--- config.mk ---
export PLATFORM = sky130hd
export DESIGN_NAME = alu_arbiter
export DESIGN_NICKNAME = d
export VERILOG_FILES = /design/src/rtl/alu_arbiter.sv
export SDC_FILE = /design/constraint.sdc
export NUM_CORES = 1
export LEC_CHECK = 0
export CORE_AREA = 2 2 127 129
export CTS_CLUSTER_DIAMETER = 60
export DETAILED_ROUTE_END_ITERATION = 10
export DIE_AREA = 0 0 129 131
export GPL_ROUTABILITY_DRIVEN = 0
export PLACE_DENSITY = 0.87
export SYNTH_ARGS = -nofsm -noshare
export SYNTH_HDL_FRONTEND = slang
export SYNTH_SLANG_ARGS = --single-unit
--- constraint.sdc ---
create_clock -name clk -period 5.4 [get_ports clk]
set_clock_uncertainty 0.05 [all_clocks]
set_input_delay 1.08 -clock clk [delete_from_list [all_inputs] [get_ports clk]]
set_output_delay 1.08 -clock clk [all_outputs]
set_load 0.05 [all_outputs]
--- src/rtl/alu_arbiter.sv ---
// rtl/alu_arbiter.sv - two-port valid/ready arbiter and sequencer around one shared integer ALU
//
// Purpose: two requesters (port 0 execute path, port 1 branch/address path) share a
// single WIDTH-bit ALU. Every request runs accept (IDLE) -> compute (EXEC) -> hold
// result (RESP). The result stays on rsp_result until the granted port consumes it.
//
// Configuration macro: ALU_ARB_RR_EN
//   defined   - round-robin: on contention the priority pointer picks the winner,
//               and the pointer flips to the losing port on every accept.
//   undefined - fixed priority: port 0 always wins contention, no pointer state.
//
// Ports:
//   clk, rst_n                 clock, asynchronous active-low reset
//   reqN_valid / reqN_ready    request handshake (ready is combinational, IDLE only)
//   reqN_in1, reqN_in2         operands, sampled on the handshake edge
//   reqN_ctrl                  opcode: 0000 AND, 0001 OR, 0010 ADD, 0110 SUB
//   rspN_valid / rspN_ready    response handshake, valid only for the granted port
//   rsp_result                 registered result shared by both ports
//   rsp_zero                   rsp_result == 0
//   rsp_illegal                opcode was unsupported (result forced to 0)

module alu_arbiter #(
  parameter int WIDTH = 32
) (
  input  logic             clk,
  input  logic             rst_n,
  input  logic             req0_valid,
  output logic             req0_ready,
  input  logic [WIDTH-1:0] req0_in1,
  input  logic [WIDTH-1:0] req0_in2,
  input  logic [3:0]       req0_ctrl,
  input  logic             req1_valid,
  output logic             req1_ready,
  input  logic [WIDTH-1:0] req1_in1,
  input  logic [WIDTH-1:0] req1_in2,
  input  logic [3:0]       req1_ctrl,
  output logic             rsp0_valid,
  input  logic             rsp0_ready,
  output logic             rsp1_valid,
  input  logic             rsp1_ready,
  output logic [WIDTH-1:0] rsp_result,
  output logic             rsp_zero,
  output logic             rsp_illegal
);

  typedef enum logic [1:0] {
    S_IDLE = 2'd0,
    S_EXEC = 2'd1,
    S_RESP = 2'd2
  } state_t;

  state_t           state_q;
  logic             grant_q;
  logic [WIDTH-1:0] in1_q;
  logic [WIDTH-1:0] in2_q;
  logic [3:0]       ctrl_q;
  logic [WIDTH-1:0] result_q;
  logic             zero_q;
  logic             illegal_q;
  logic             rsp0_valid_q;
  logic             rsp1_valid_q;
`ifdef ALU_ARB_RR_EN
  logic             ptr_q;
`endif

  logic             sel1_d;
  logic             accept_d;
  logic             consume_d;
  logic [WIDTH-1:0] alu_result_d;
  logic             alu_illegal_d;

  // Winner selection: a lone valid always wins; on contention the pointer
  // (or port 0 in the fixed-priority build) decides.
  always_comb begin
    sel1_d = 1'b0;
`ifdef ALU_ARB_RR_EN
    sel1_d = req1_valid & (~req0_valid | ptr_q);
`else
    sel1_d = req1_valid & ~req0_valid;
`endif
  end

  assign req0_ready = (state_q == S_IDLE) & req0_valid & ~sel1_d;
  assign req1_ready = (state_q == S_IDLE) & sel1_d;
  assign accept_d   = (req0_valid & req0_ready) | (req1_valid & req1_ready);

  // Only the granted port's ready matters; the other rsp_ready is ignored.
  assign consume_d  = grant_q ? rsp1_ready : rsp0_ready;

  // ALU works only from latched operands, so requesters are free after accept.
  always_comb begin
    alu_result_d  = '0;
    alu_illegal_d = 1'b0;
    case (ctrl_q)
      4'b0000: alu_result_d = in1_q & in2_q;
      4'b0001: alu_result_d = in1_q | in2_q;
      4'b0010: alu_result_d = in1_q + in2_q;
      4'b0110: alu_result_d = in1_q - in2_q;
      default: alu_illegal_d = 1'b1;
    endcase
  end

  always_ff @(posedge clk or negedge rst_n) begin
    if (!rst_n) begin
      state_q      <= S_IDLE;
      grant_q      <= 1'b0;
      in1_q        <= '0;
      in2_q        <= '0;
      ctrl_q       <= '0;
      result_q     <= '0;
      zero_q       <= 1'b1;
      illegal_q    <= 1'b0;
      rsp0_valid_q <= 1'b0;
      rsp1_valid_q <= 1'b0;
`ifdef ALU_ARB_RR_EN
      ptr_q        <= 1'b0;
`endif
    end else begin
      case (state_q)
        S_IDLE: begin
          if (accept_d) begin
            grant_q <= sel1_d;
            in1_q   <= sel1_d ? req1_in1  : req0_in1;
            in2_q   <= sel1_d ? req1_in2  : req0_in2;
            ctrl_q  <= sel1_d ? req1_ctrl : req0_ctrl;
`ifdef ALU_ARB_RR_EN
            ptr_q   <= ~sel1_d;
`endif
            state_q <= S_EXEC;
          end
        end
        S_EXEC: begin
          result_q     <= alu_result_d;
          zero_q       <= (alu_result_d == '0);
          illegal_q    <= alu_illegal_d;
          rsp0_valid_q <= ~grant_q;
          rsp1_valid_q <= grant_q;
          state_q      <= S_RESP;
        end
        S_RESP: begin
          if (consume_d) begin
            rsp0_valid_q <= 1'b0;
            rsp1_valid_q <= 1'b0;
            state_q      <= S_IDLE;
          end
        end
        default: state_q <= S_IDLE;
      endcase
    end
  end

  assign rsp0_valid  = rsp0_valid_q;
  assign rsp1_valid  = rsp1_valid_q;
  assign rsp_result  = result_q;
  assign rsp_zero    = zero_q;
  assign rsp_illegal = illegal_q;

endmodule

* After elaboration in Yosys (flattened, before gate mapping) *
Cells that the tools add are included.
W data, S select, Z words.

cells by class
  reductions and logical operators = 8
  equal/unequal tests = 7
  mux-type cells = 12
  bitwise logic cells = 12
  add/sub/neg operators = 2

operator list
  kind                  number
  $pmux W32 S4          1
  $mux W32              2
  $add A32 B32 Y32      1
  $and A32 B32 Y32      1
  $logic_not A32 Y1     1
  $or A32 B32 Y32       1
  $sub A32 B32 Y32      1
  $and A1 B1 Y1         6
  $pmux W2 S3           1
  $reduce_and A2 Y1     3
  $eq A4 B1 Y1 const B  1
  $eq A4 B2 Y1 const B  1
  $eq A4 B3 Y1 const B  1
  $logic_not A4 Y1      1
  $mux W2               2
  $mux W4               1
  $ne A2 B2 Y1 const B  2
  $pmux W1 S2           2
  $reduce_or A4 Y1      1
  $mux W1               3
  $not A1 Y1            3
  $eq A2 B1 Y1 const B  1
  $eq A2 B2 Y1 const B  1
  $logic_not A2 Y1      1
  2 further kinds       2

storage, ports and cells
  register bits after elaboration = 107
  output and inout bits = 38
  logic and storage cells = 51
  input bits = 142

* Depth between registers and ports, before layout *
Gate-level depths: netlist of run 1.

  depth after elaboration = 8
  gate-level depth with buffers = 19
  depth with buffers taken out = 17

* Least setup slack after synthesis of run 1 *
No wires, ideal clock.

  path kind = reg2reg
  from = reg ctrl_q[3]
  to = reg zero_q (netlist: rsp_zero)
  clock period less this slack = 4865 ps
  path buffers = 3
  data arrival time = 4729 ps
  cell stages (with the launch flop) = 19
  required time = 5264 ps
  setup slack = 535 ps
  path through = dfrtp_1 > nor3b_1 > clkbuf_1 > buf_1 > nand2_1 > clkbuf_1 > nand2_1 > o21ai_0 > fa_1 > and2b_4 > o2111ai_4 > a2111oi_4 > nor4b_1 > o31a_1 > o31ai_2 > xnor2_1 > a221oi_2 > nand4_1 > o31ai_2

between the ends
  cells in the longest elaborated chain, start to end = 3
  elaborated cells between the ends (all ways) = 6
  classes of those cells = eq/ne: 3; mux: 1; reduce/logical: 2

ends and longest elaborated chain
  element                               line  source
  from (decl)                           56    logic [3:0] ctrl_q;
  from (signal assigned)                125   ctrl_q <= sel1_d ? req1_ctrl : req0_ctrl;
  $eq A4 B3 Y1 (tied with other cells)  94    case (ctrl_q)
  $pmux W32 S4 *                        94
  $logic_not A32 Y1 *                   134   zero_q <= (alu_result_d == '0);
  to (signal assigned)                  134
  to (decl)                             58    logic zero_q;

Every way passes the cells marked *; elsewhere a longest branch is shown, timed or not.
A chain may end at the register's enable or synchronous reset.

* Worst setup path in the final report of run 1 *
  from = reg in2_q[10]
  to = reg zero_q (netlist: rsp_zero)

between the ends
  cells in the longest elaborated chain, start to end = 3
  elaborated cells between the ends (all ways) = 6
  classes of those cells = add/sub: 2; mux: 1; bitwise: 2; reduce/logical: 1

ends and longest elaborated chain
  element                                   line  source
  from (decl)                               55    logic [WIDTH-1:0] in2_q;
  from (signal assigned)                    124   in2_q <= sel1_d ? req1_in2 : req0_in2;
  $sub A32 B32 Y32 (tied with other cells)  98    4'b0110: alu_result_d = in1_q - in2_q;
  $pmux W32 S4 *                            94
  $logic_not A32 Y1 *                       134

Marks and branches as above.

==> results.cfg, run 1 <==
[status]
status = completed

[critical_path]
r2r_start = in2_q[10]$_DFFE_PN0P_
worstSetupPathType = reg2reg
worstPathRequired_ns = 5.62
critPathTopFamily = simple AND/OR/NAND/NOR gates
reg2reg_depth = 16
start_kind = flop
end_kind = flop
cp_max_fo = 5
cp_slowest_cell = or4_1
worstPathCellList = or4_1 > or3_4 > or2_2 > o41ai_1 > xor2_1 > ha_1 > a21oi_1 > o21ai_0 > nor2_1 > nor4b_1 > nor4_1 > nor4_1 > a31oi_1 > xnor2_1 > o2111ai_1 > o31ai_2
crit_buf_inv = 0
r2r_end = rsp_zero$_DFFE_PN1P_
slowest_delay_ns = 0.58
crit_path_frequent_cell = nor4_1
crit_arrival_ns = 5.18
r2r_slack_ns = 0.44

[die]
dieWidth_um = 129
core_area_mm2 = 0.0156
dieHeight_um = 131
std_cell_rows = 46
die-area_mm2 = 0.0169
top_level_ports = 180
initial_core_util_pct = 49.8

[sta]
min_period_ns = 4.96
period_share_pct = 91.9
drv_slew = 0
worstMarginPinSlew_ns = 1.11
relSlewSlack_pct = 25.8
finalHoldWorstSlack_ns = 0.429
finalHoldViolations = 0
grt_setup_unrepaired = no
setup_violations = 0
finalSetupTns_ns = 0
fmax_mhz = 201

[detailed_routing]
num_vias = 7359
via_per_inst = 5.79
drtPass1Iterations = 5
wirelength_um = 20700
drtAntennaViolNets = 0
post_drt_wl_per_cell_um = 16.3
initialDrtViolationCount = 716
route.detailed.drc = 0

[placed_design]
place_inst = 1255
portBuffers = 179
dp_hpwl_um = 16100

[synthesis]
ys_ff_latch = 107
synthAdderAreaFrac_pct = 9.21
synth-xor-area-share_pct = 5.86
yosysMostFrequentCell = nand2_1
synth_mux_area_share_pct = 9.57
async_flop_share_pct = 100
synth_area_mm2 = 0.00777
synth.top_cells.by_count = nand2_1 (142), o21ai_0 (125), dfrtp_1 (106)
ys_seq_area_share_pct = 34.5
ys.flop_type = dfrtp_1
yosysUniqueCellTypes = 67
synthCells = 909
synth_top_family_by_area = compound AO/OA/AOI/OAI gates
synth.area.top_cells = dfrtp_1 (34%), mux2i_1 (9.3%), o21ai_0 (8.1%), nand2_1 (6.9%), ha_1 (5.5%)
yosys_warnings = 0
synth-edff-count = 0
syn_nets = 1086
synth.largest_area_cell = dfrtp_1
synth_compound_area_share_pct = 20.7
syn_avg_cell_area_um2 = 8.55
synth.top_cell.area_share_pct = 34.1
synth_simple_gate_area_share_pct = 16.4

[power_and_ir_drop]
p_leak_uw = 0.00413
p_total_uw = 7140
power_density_mw_per_mm2 = 711
ir_worst_vdd_mv = 0.315

[layout]
multi_input_area_mm2 = 0.00482
fillers = 1258
utilization_pct = 64.4
final_cells = 1271
layout.nets = 1227
drive_above_1_share_pct = 4.45
ff_latch_area_mm2 = 0.00268
area_growth_pct = 29.3
n_antenna_cell = 0

[min_path]
whs_path_depth = 2
hold_class = reg2reg
hold_path_end = rsp_result[3]$_DFFE_PN0P_
hold_start = rsp_result[3]$_DFFE_PN0P_

[clock_network]
clkLatencyLatePin_ns = 0.35
cts.path.max_buffers = 2
numCtsBuffers = 9
cts_sinks = 107
cts.clk_slew.worst_paths_ns = 0.07
cts.htree.levels = 3
hold_buffers = 0
root_buffer = clkbuf_16
cts_setup_buffers = 0
post_cts_resized = 0
cts_tree = done

[grt]
antenna_found_initial = 0
grt.total_usage_pct = 25.0
grt_max_degree = 138
grt_pass1_vias = 6903
globalRouteOverflowTotal = 0
grt_pass1_wl_um = 34000

[flow_run]
max_cap_violations = 0
[worst register-to-register path, cell delays in order, from the launching register on]
cell and delay, ns:
dfrtp_1 0.43, or4_1 0.58, or3_4 0.39, or2_2 0.34, o41ai_1 0.33, xor2_1 0.18, ha_1 0.31, a21oi_1 0.19
o21ai_0 0.20, nor2_1 0.16, nor4b_1 0.38, nor4_1 0.13, nor4_1 0.49, a31oi_1 0.18, xnor2_1 0.21, o2111ai_1 0.14
o31ai_2 0.19
[final cells by class]
| class | count | area share [%] |
|---|---|---|
| flip-flops and latches | 107 | 26.7 |
| well taps | 216 | 2.69 |
| repair buffers | 187 | 18.4 |
| clock buffers | 10 | 2.38 |
| inverters | 21 | 0.785 |
| clock inverters | 6 | 1.11 |
| multi-input cells | 724 | 48.0 |
[metrics by stage]
stage	cell area [um^2]	worst slack, ns
after floorplan	7770	0.535
after global placement	9700	0.689
after detailed placement	9700	0.580
after CTS	10000	0.500
after global routing	10000	0.0348
final	10000	0.436
[layout by cell type (no fill, tap or decap), drive strengths merged, types with 12 or more instances in the layout]
cell	netlist	layout
clkdlybuf4s50	0	178
nand2	142	142
o21ai	126	126
dfrtp	106	106
mux2i	72	72
nor2	48	48
a21oi	43	43
ha	34	34
maj3	27	27
xnor2	27	27
xor2	25	25
inv	21	22
nand4	16	16
a31oi	14	14
a22oi	13	13
nand3	12	12
[state kept, by name, summed over array words and instances, names as in the netlist]
register / flops
in1_q: 32
in2_q: 32
rsp_result: 32
ctrl_q: 4
state_q: 2
grant_q: 1
rsp0_valid: 1
rsp1_valid: 1
rsp_illegal: 1
rsp_zero: 1
[report_power, final]
part,internal [uW],switching (uW)
Sequential,1170,433
Combinational,1850,2930
Clock,467,296
[cells by family (layout without fill, tap and decap cells)]
kind of cell	after synthesis	after routing
and+or+nand+nor	276	276
AOI/OAI and AO/OA	260	260
DFF	107	107
buffers and inverters	78	224
muxes	74	74
adders and majority gates	62	62
xor gates and xnor gates	52	52
[routing by layer]
metal / track usage, % / vias to the layer above / wire length [um]
li1: - / 3559 / -
met1: 36.9 / 3413 / 9480
met2: 37.8 / 359 / 9110
met3: 5.05 / 28 / 1860
met4: 6.33 / 0 / 292
met5: 0 / - / 0
[worst max path at each step]
stage                      endpoint  slack (ns)  cells after the start                   from
3_5_place_dp   rsp_zero$_DFFE_PN1P_        0.58                     16  in2_q[10]$_DFFE_PN0P_
3_3_place_gp   rsp_zero$_DFFE_PN1P_        0.69                     16  in2_q[10]$_DFFE_PN0P_
6_report       rsp_zero$_DFFE_PN1P_        0.44                     16  in2_q[10]$_DFFE_PN0P_
5_1_grt        rsp_zero$_DFFE_PN1P_        0.03                     16  in2_q[10]$_DFFE_PN0P_
2_1_floorplan  rsp_zero$_DFFE_PN1P_        0.54                     18  ctrl_q[3]$_DFFE_PN0P_
4_1_cts        rsp_zero$_DFFE_PN1P_        0.50                     16  in2_q[10]$_DFFE_PN0P_
Note: power is estimated with default switching activity, not from simulation.
==> run 2: changes to the inputs <==
Settings changed: SLEW_MARGIN set to 25.
==> run 2 against run 1 <==
Critical path depth unchanged. Power down 0.95%. Critical path type unchanged. First-iteration DRC count down 2.0%. Largest cell class unchanged. Via count up 0.75%. Register-to-register slack worse by 0.04 ns. Clock power down 11%. Core utilization down 0.21 points.
==> results.cfg, run 2 (synthesized netlist as in run 1, its figures left out) <==
[die]
top_level_ports = 180
initial_core_util_pct = 49.8
die-area_mm2 = 0.0169
dieWidth_um = 129
core_area_mm2 = 0.0156
dieHeight_um = 131
std_cell_rows = 46

[detailed_routing]
route.detailed.drc = 0
via_per_inst = 5.83
wirelength_um = 21000
post_drt_wl_per_cell_um = 16.5
initialDrtViolationCount = 702
num_vias = 7414
drtAntennaViolNets = 0
drtPass1Iterations = 6

[sta]
setup_violations = 0
fmax_mhz = 200
min_period_ns = 5.00
relSlewSlack_pct = 31.4
period_share_pct = 92.6
drv_slew = 0
worstMarginPinSlew_ns = 1.03
finalHoldViolations = 0
finalSetupTns_ns = 0
grt_setup_unrepaired = no

[clock_network]
post_cts_resized = 0
cts.clk_slew.worst_paths_ns = 0.07
cts_sinks = 107
cts.path.max_buffers = 2
numCtsBuffers = 9
clkLatencyLatePin_ns = 0.35
hold_buffers = 0
cts_setup_buffers = 0
root_buffer = clkbuf_16
cts.htree.levels = 3
cts_tree = done

[grt]
grt_max_degree = 138
grt_pass1_wl_um = 34400
globalRouteOverflowTotal = 0
grt_pass1_vias = 6862
grt.total_usage_pct = 25.4
antenna_found_initial = 0

[critical_path]
crit_buf_inv = 0
r2r_end = rsp_zero$_DFFE_PN1P_
crit_arrival_ns = 5.23
start_kind = flop
end_kind = flop
slowest_delay_ns = 0.59
reg2reg_depth = 16
worstSetupPathType = reg2reg
cp_slowest_cell = or4_1
worstPathCellList = or4_1 > or3_4 > or2_2 > o41ai_1 > xor2_1 > ha_1 > a21oi_1 > o21ai_0 > nor2_1 > nor4b_1 > o31a_1 > o21ai_0 > xor2_1 > a22oi_1 > nand4_1 > o31ai_2
r2r_slack_ns = 0.40
worstPathRequired_ns = 5.62
r2r_start = in2_q[10]$_DFFE_PN0P_
cp_max_fo = 5
critPathTopFamily = simple AND/OR/NAND/NOR gates

[placed_design]
dp_hpwl_um = 16200
portBuffers = 179

[layout]
final_common_cell = clkdlybuf4s50_1
layout_common_cells = clkdlybuf4s50_1 (178), nand2_1 (142), o21ai_0 (125), dfrtp_1 (106), mux2i_1 (72)
area_growth_pct = 28.9
multi_input_area_mm2 = 0.00483
drive_above_1_share_pct = 4.55
ff_latch_area_mm2 = 0.00268
fillers = 1287
n_antenna_cell = 0
layout.nets = 1227

[min_path]
hold_class = reg2reg
hold_start = rsp_result[3]$_DFFE_PN0P_
whs_path_depth = 2
hold_path_end = rsp_result[3]$_DFFE_PN0P_

[power_and_ir_drop]
ir_worst_vdd_mv = 0.325
pwr-share-seq_pct = 22.6
p_total_uw = 7070
p_int_uw = 3400
netSwitchingFraction_pct = 51.9
p_leak_uw = 0.00411
pwr-share-comb_pct = 67.8
clkPwrFrac_pct = 9.6
power_density_mw_per_mm2 = 706
p_sw_uw = 3670

[status]
status = completed

[flow_run]
max_cap_violations = 0
[run 2: cell count changes in the layout (fill, tap and decap cells not counted)]
cell        change
clkinvlp_4      -1
nor4_1          -1
clkbuf_1        +1
nor2b_1         -1
bufinv_16       -2
inv_6           -1
nor4_2          +1
buf_6           +1
clkinv_4        +1
clkbuf_8        +1
clkinv_2        +1
nor2b_2         +1
buf_4           -1
[run 2: power groups by stage]
stage	Combinational, uW	Sequential (uW)	Clock, uW
after floorplan	3230	1800	0
after global placement	4540	1580	0
after detailed placement	4670	1600	0
after CTS	4690	1590	682
after global routing	5250	1650	706
final	4790	1600	679
[run 2: how the worst max path moves through the flow]
stage / startpoint / to / cells after the start
after floorplan: ctrl_q[3]$_DFFE_PN0P_ / rsp_zero$_DFFE_PN1P_ / 18
after global placement: in2_q[10]$_DFFE_PN0P_ / rsp_zero$_DFFE_PN1P_ / 16
after detailed placement: in2_q[10]$_DFFE_PN0P_ / rsp_zero$_DFFE_PN1P_ / 16
after CTS: in2_q[10]$_DFFE_PN0P_ / rsp_zero$_DFFE_PN1P_ / 16
after global routing: in2_q[8]$_DFFE_PN0P_ / rsp_zero$_DFFE_PN1P_ / 16
final: in2_q[10]$_DFFE_PN0P_ / rsp_zero$_DFFE_PN1P_ / 16
[run 2: stage by stage]
step	cell area, um^2	util, %	hold WS, ns	setup WS, ns	instances
global route	10000	64.2	0.467	0.0156	1271
detailed placement	9700	62.2	0.419	0.546	1255
global placement	9700	62.2	0.410	0.689	1255
finish	10000	64.2	0.430	0.400	1271
floorplan	7770	-	0.428	0.535	909
CTS	10000	64.1	0.435	0.501	1271
[run 2: layout make-up]
type | instances | share of cell area, %
multi-input combinational | 724 | 48.2
sequential | 107 | 26.8
timing repair buffer | 187 | 18.5
tap | 216 | 2.70
clock buffer | 12 | 2.56
inverter | 21 | 0.787
clock inverter | 4 | 0.487
[run 2: tightest hold or removal path, delay by kind of cell (launching register included)]
family	cells	cell delay, ns
compound gates	1	0.06
flops	1	0.34
simple gates	1	0.05
[run 2: metal layers]
layer	global-route usage [%]	vias up	routed length, um
met3	3.71	23	1970
li1	-	3579	-
met2	39.0	374	9280
met5	0	-	0
met1	37.9	3438	9530
met4	5.95	0	252
==> run 3: changes to the inputs <==
Settings changed: CELL_PAD_IN_SITES_DETAIL_PLACEMENT set to 0, CELL_PAD_IN_SITES_GLOBAL_PLACEMENT set to 2, CORE_AREA 2 2 127 129 to 2 2 164 166, CTS_CLUSTER_DIAMETER 60 to 120, DIE_AREA 0 0 129 131 to 0 0 166 168, PLACE_DENSITY 0.87 to 0.88.
==> run 3 against run 2 <==
Fmax increased by 1.2%. First-iteration DRC count decreased by 23%. Clock power increased by 9.6%. Flip-flop and latch count unchanged. Via count decreased by 5.4%. Clock-buffer cell count decreased by 2. Core utilization decreased by 25 points. Cell count increased by 10%. Non-clock buffer count increased by 7. Register-to-register slack improved by 0.06 ns. Sequential power about the same. Routed wire length increased by 8.7%. Highest routed layer unchanged.
==> results.cfg, run 3 (synthesized netlist as in run 1, its figures left out) <==
[status]
status = completed

[critical_path]
end_kind = flop
worstSetupPathType = reg2reg
cp-endpoint = rsp_zero$_DFFE_PN1P_
reg2reg_depth = 16
start_kind = flop
worstPathRequired_ns = 5.62
startpoint = in2_q[10]$_DFFE_PN0P_
r2r_slack_ns = 0.46
crit_arrival_ns = 5.16
cp_max_fo = 5
r2r_start = in2_q[10]$_DFFE_PN0P_
r2r_end = rsp_zero$_DFFE_PN1P_

[grt]
grt_pass1_vias = 6752
grt_max_degree = 65
grt.total_usage_pct = 16.4
grt_pass1_wl_um = 37200
globalRouteOverflowTotal = 0
antenna_found_initial = 0

[sta]
fmax_mhz = 202
drv_slew = 0
min_period_ns = 4.94
relSlewSlack_pct = 38.8
grt_setup_unrepaired = no
period_share_pct = 91.5
finalHoldWorstSlack_ns = 0.427
setup_violations = 0
worstMarginPinSlew_ns = 0.916
finalSetupTns_ns = 0
finalHoldViolations = 0
setup_ws_ns = 0.459

[clock_network]
numCtsBuffers = 9
hold_buffers = 0
clkLatencyLatePin_ns = 0.36
root_buffer = clkbuf_16
cts.clk_slew.worst_paths_ns = 0.07
cts.htree.levels = 3
cts_tree = done
cts.path.max_buffers = 2
cts_sinks = 107

[placed_design]
portBuffers = 179
dp_hpwl_um = 18300
dp_slack_ns = 0.480

[power_and_ir_drop]
ir_worst_vdd_mv = 0.276
p_leak_uw = 0.00417
power_density_mw_per_mm2 = 697

[detailed_routing]
initialDrtViolationCount = 543
drtAntennaViolNets = 0
num_vias = 7016
route.detailed.drc = 0
drtPass1Iterations = 5
wirelength_um = 22900
post_drt_wl_per_cell_um = 16.3
via_per_inst = 5.00

[layout]
layout_common_cells = clkdlybuf4s50_1 (178), nand2_1 (142), o21ai_0 (125), dfrtp_1 (106), mux2i_1 (72)
n_antenna_cell = 0
final_common_cell = clkdlybuf4s50_1
drive_above_1_share_pct = 5.27
area_growth_pct = 32.2
utilization_pct = 39.0
fillers = 2681
layout.nets = 1234

[die]
initial_core_util_pct = 29.5
dieWidth_um = 166
core_area_mm2 = 0.0264
die-area_mm2 = 0.0279
std_cell_rows = 60
top_level_ports = 180
dieHeight_um = 168

[flow_run]
max_cap_violations = 0

[min_path]
hold_class = reg2reg
whs_path_depth = 2
==> run 3: where the power goes <==
part | total [uW] | switching, uW | internal [uW]
clock network | 744 | 319 | 425
logic | 4830 | 2930 | 1890
registers | 1590 | 429 | 1170
==> run 3: worst min path at each step <==
stage | from | endpoint | slack [ns]
detailed placement | rsp_result[15]$_DFFE_PN0P_ | rsp_result[15]$_DFFE_PN0P_ | 0.42
finish | rsp_result[21]$_DFFE_PN0P_ | rsp_result[21]$_DFFE_PN0P_ | 0.43
global placement | rsp_result[15]$_DFFE_PN0P_ | rsp_result[15]$_DFFE_PN0P_ | 0.41
floorplan | in1_q[0]$_DFFE_PN0P_ | in1_q[0]$_DFFE_PN0P_ | 0.43
global route | rsp_result[15]$_DFFE_PN0P_ | rsp_result[15]$_DFFE_PN0P_ | 0.46
CTS | rsp_result[8]$_DFFE_PN0P_ | rsp_result[8]$_DFFE_PN0P_ | 0.44
==> run 3: critical path: stages, from the launching register on <==
cell,delay (ns)
dfrtp_1,0.43
or4_1,0.56
or3_4,0.39
or2_2,0.34
o41ai_1,0.32
xor2_1,0.14
ha_1,0.39
nand2_1,0.09
o21ai_0,0.42
nor2_1,0.11
nor4b_2,0.19
o31a_1,0.32
o31ai_2,0.28
xnor2_1,0.13
a221oi_2,0.28
nand4_1,0.15
o31ai_2,0.27
==> run 3: final cells by class <==
| type | instances | area, um^2 | area share (%) |
|---|---|---|---|
| Clock buffer | 10 | 239 | 2.33 |
| Inverter | 21 | 78.8 | 0.767 |
| Sequential cell | 107 | 2680 | 26.1 |
| Clock inverter | 6 | 93.8 | 0.913 |
| Tap cell | 341 | 427 | 4.15 |
| Timing Repair Buffer | 194 | 1930 | 18.8 |
| Multi-Input combinational cell | 724 | 4830 | 47.0 |
==> run 3: layer usage <==
layer  global-route usage, %  part of all wire, %  vias up
li1                        -                    -     3578
met1                    25.8                   53     3217
met2                    23.4                   41      204
met3                    2.14                  4.8       17
met4                    4.08                  1.2        0
met5                       0                    0        -
==> run 3: timing repair <==
action                                  in CTS  in global routing
endpoints found under the hold margin        0                  0
gates resized for setup                      0                  2
endpoints found under the setup margin       0                  1
setup buffers                                0                  0
==> run 3: metrics by stage <==
| step | power [uW] | area, um^2 | cells |
|---|---|---|---|
| after floorplan | 5040 | 7770 | 909 |
| after CTS | 7160 | 10300 | 1403 |
| after global placement | 6380 | 9930 | 1387 |
| after detailed placement | 6390 | 9930 | 1387 |
| after global routing | 7820 | 10300 | 1403 |
| final | 7160 | 10300 | 1403 |
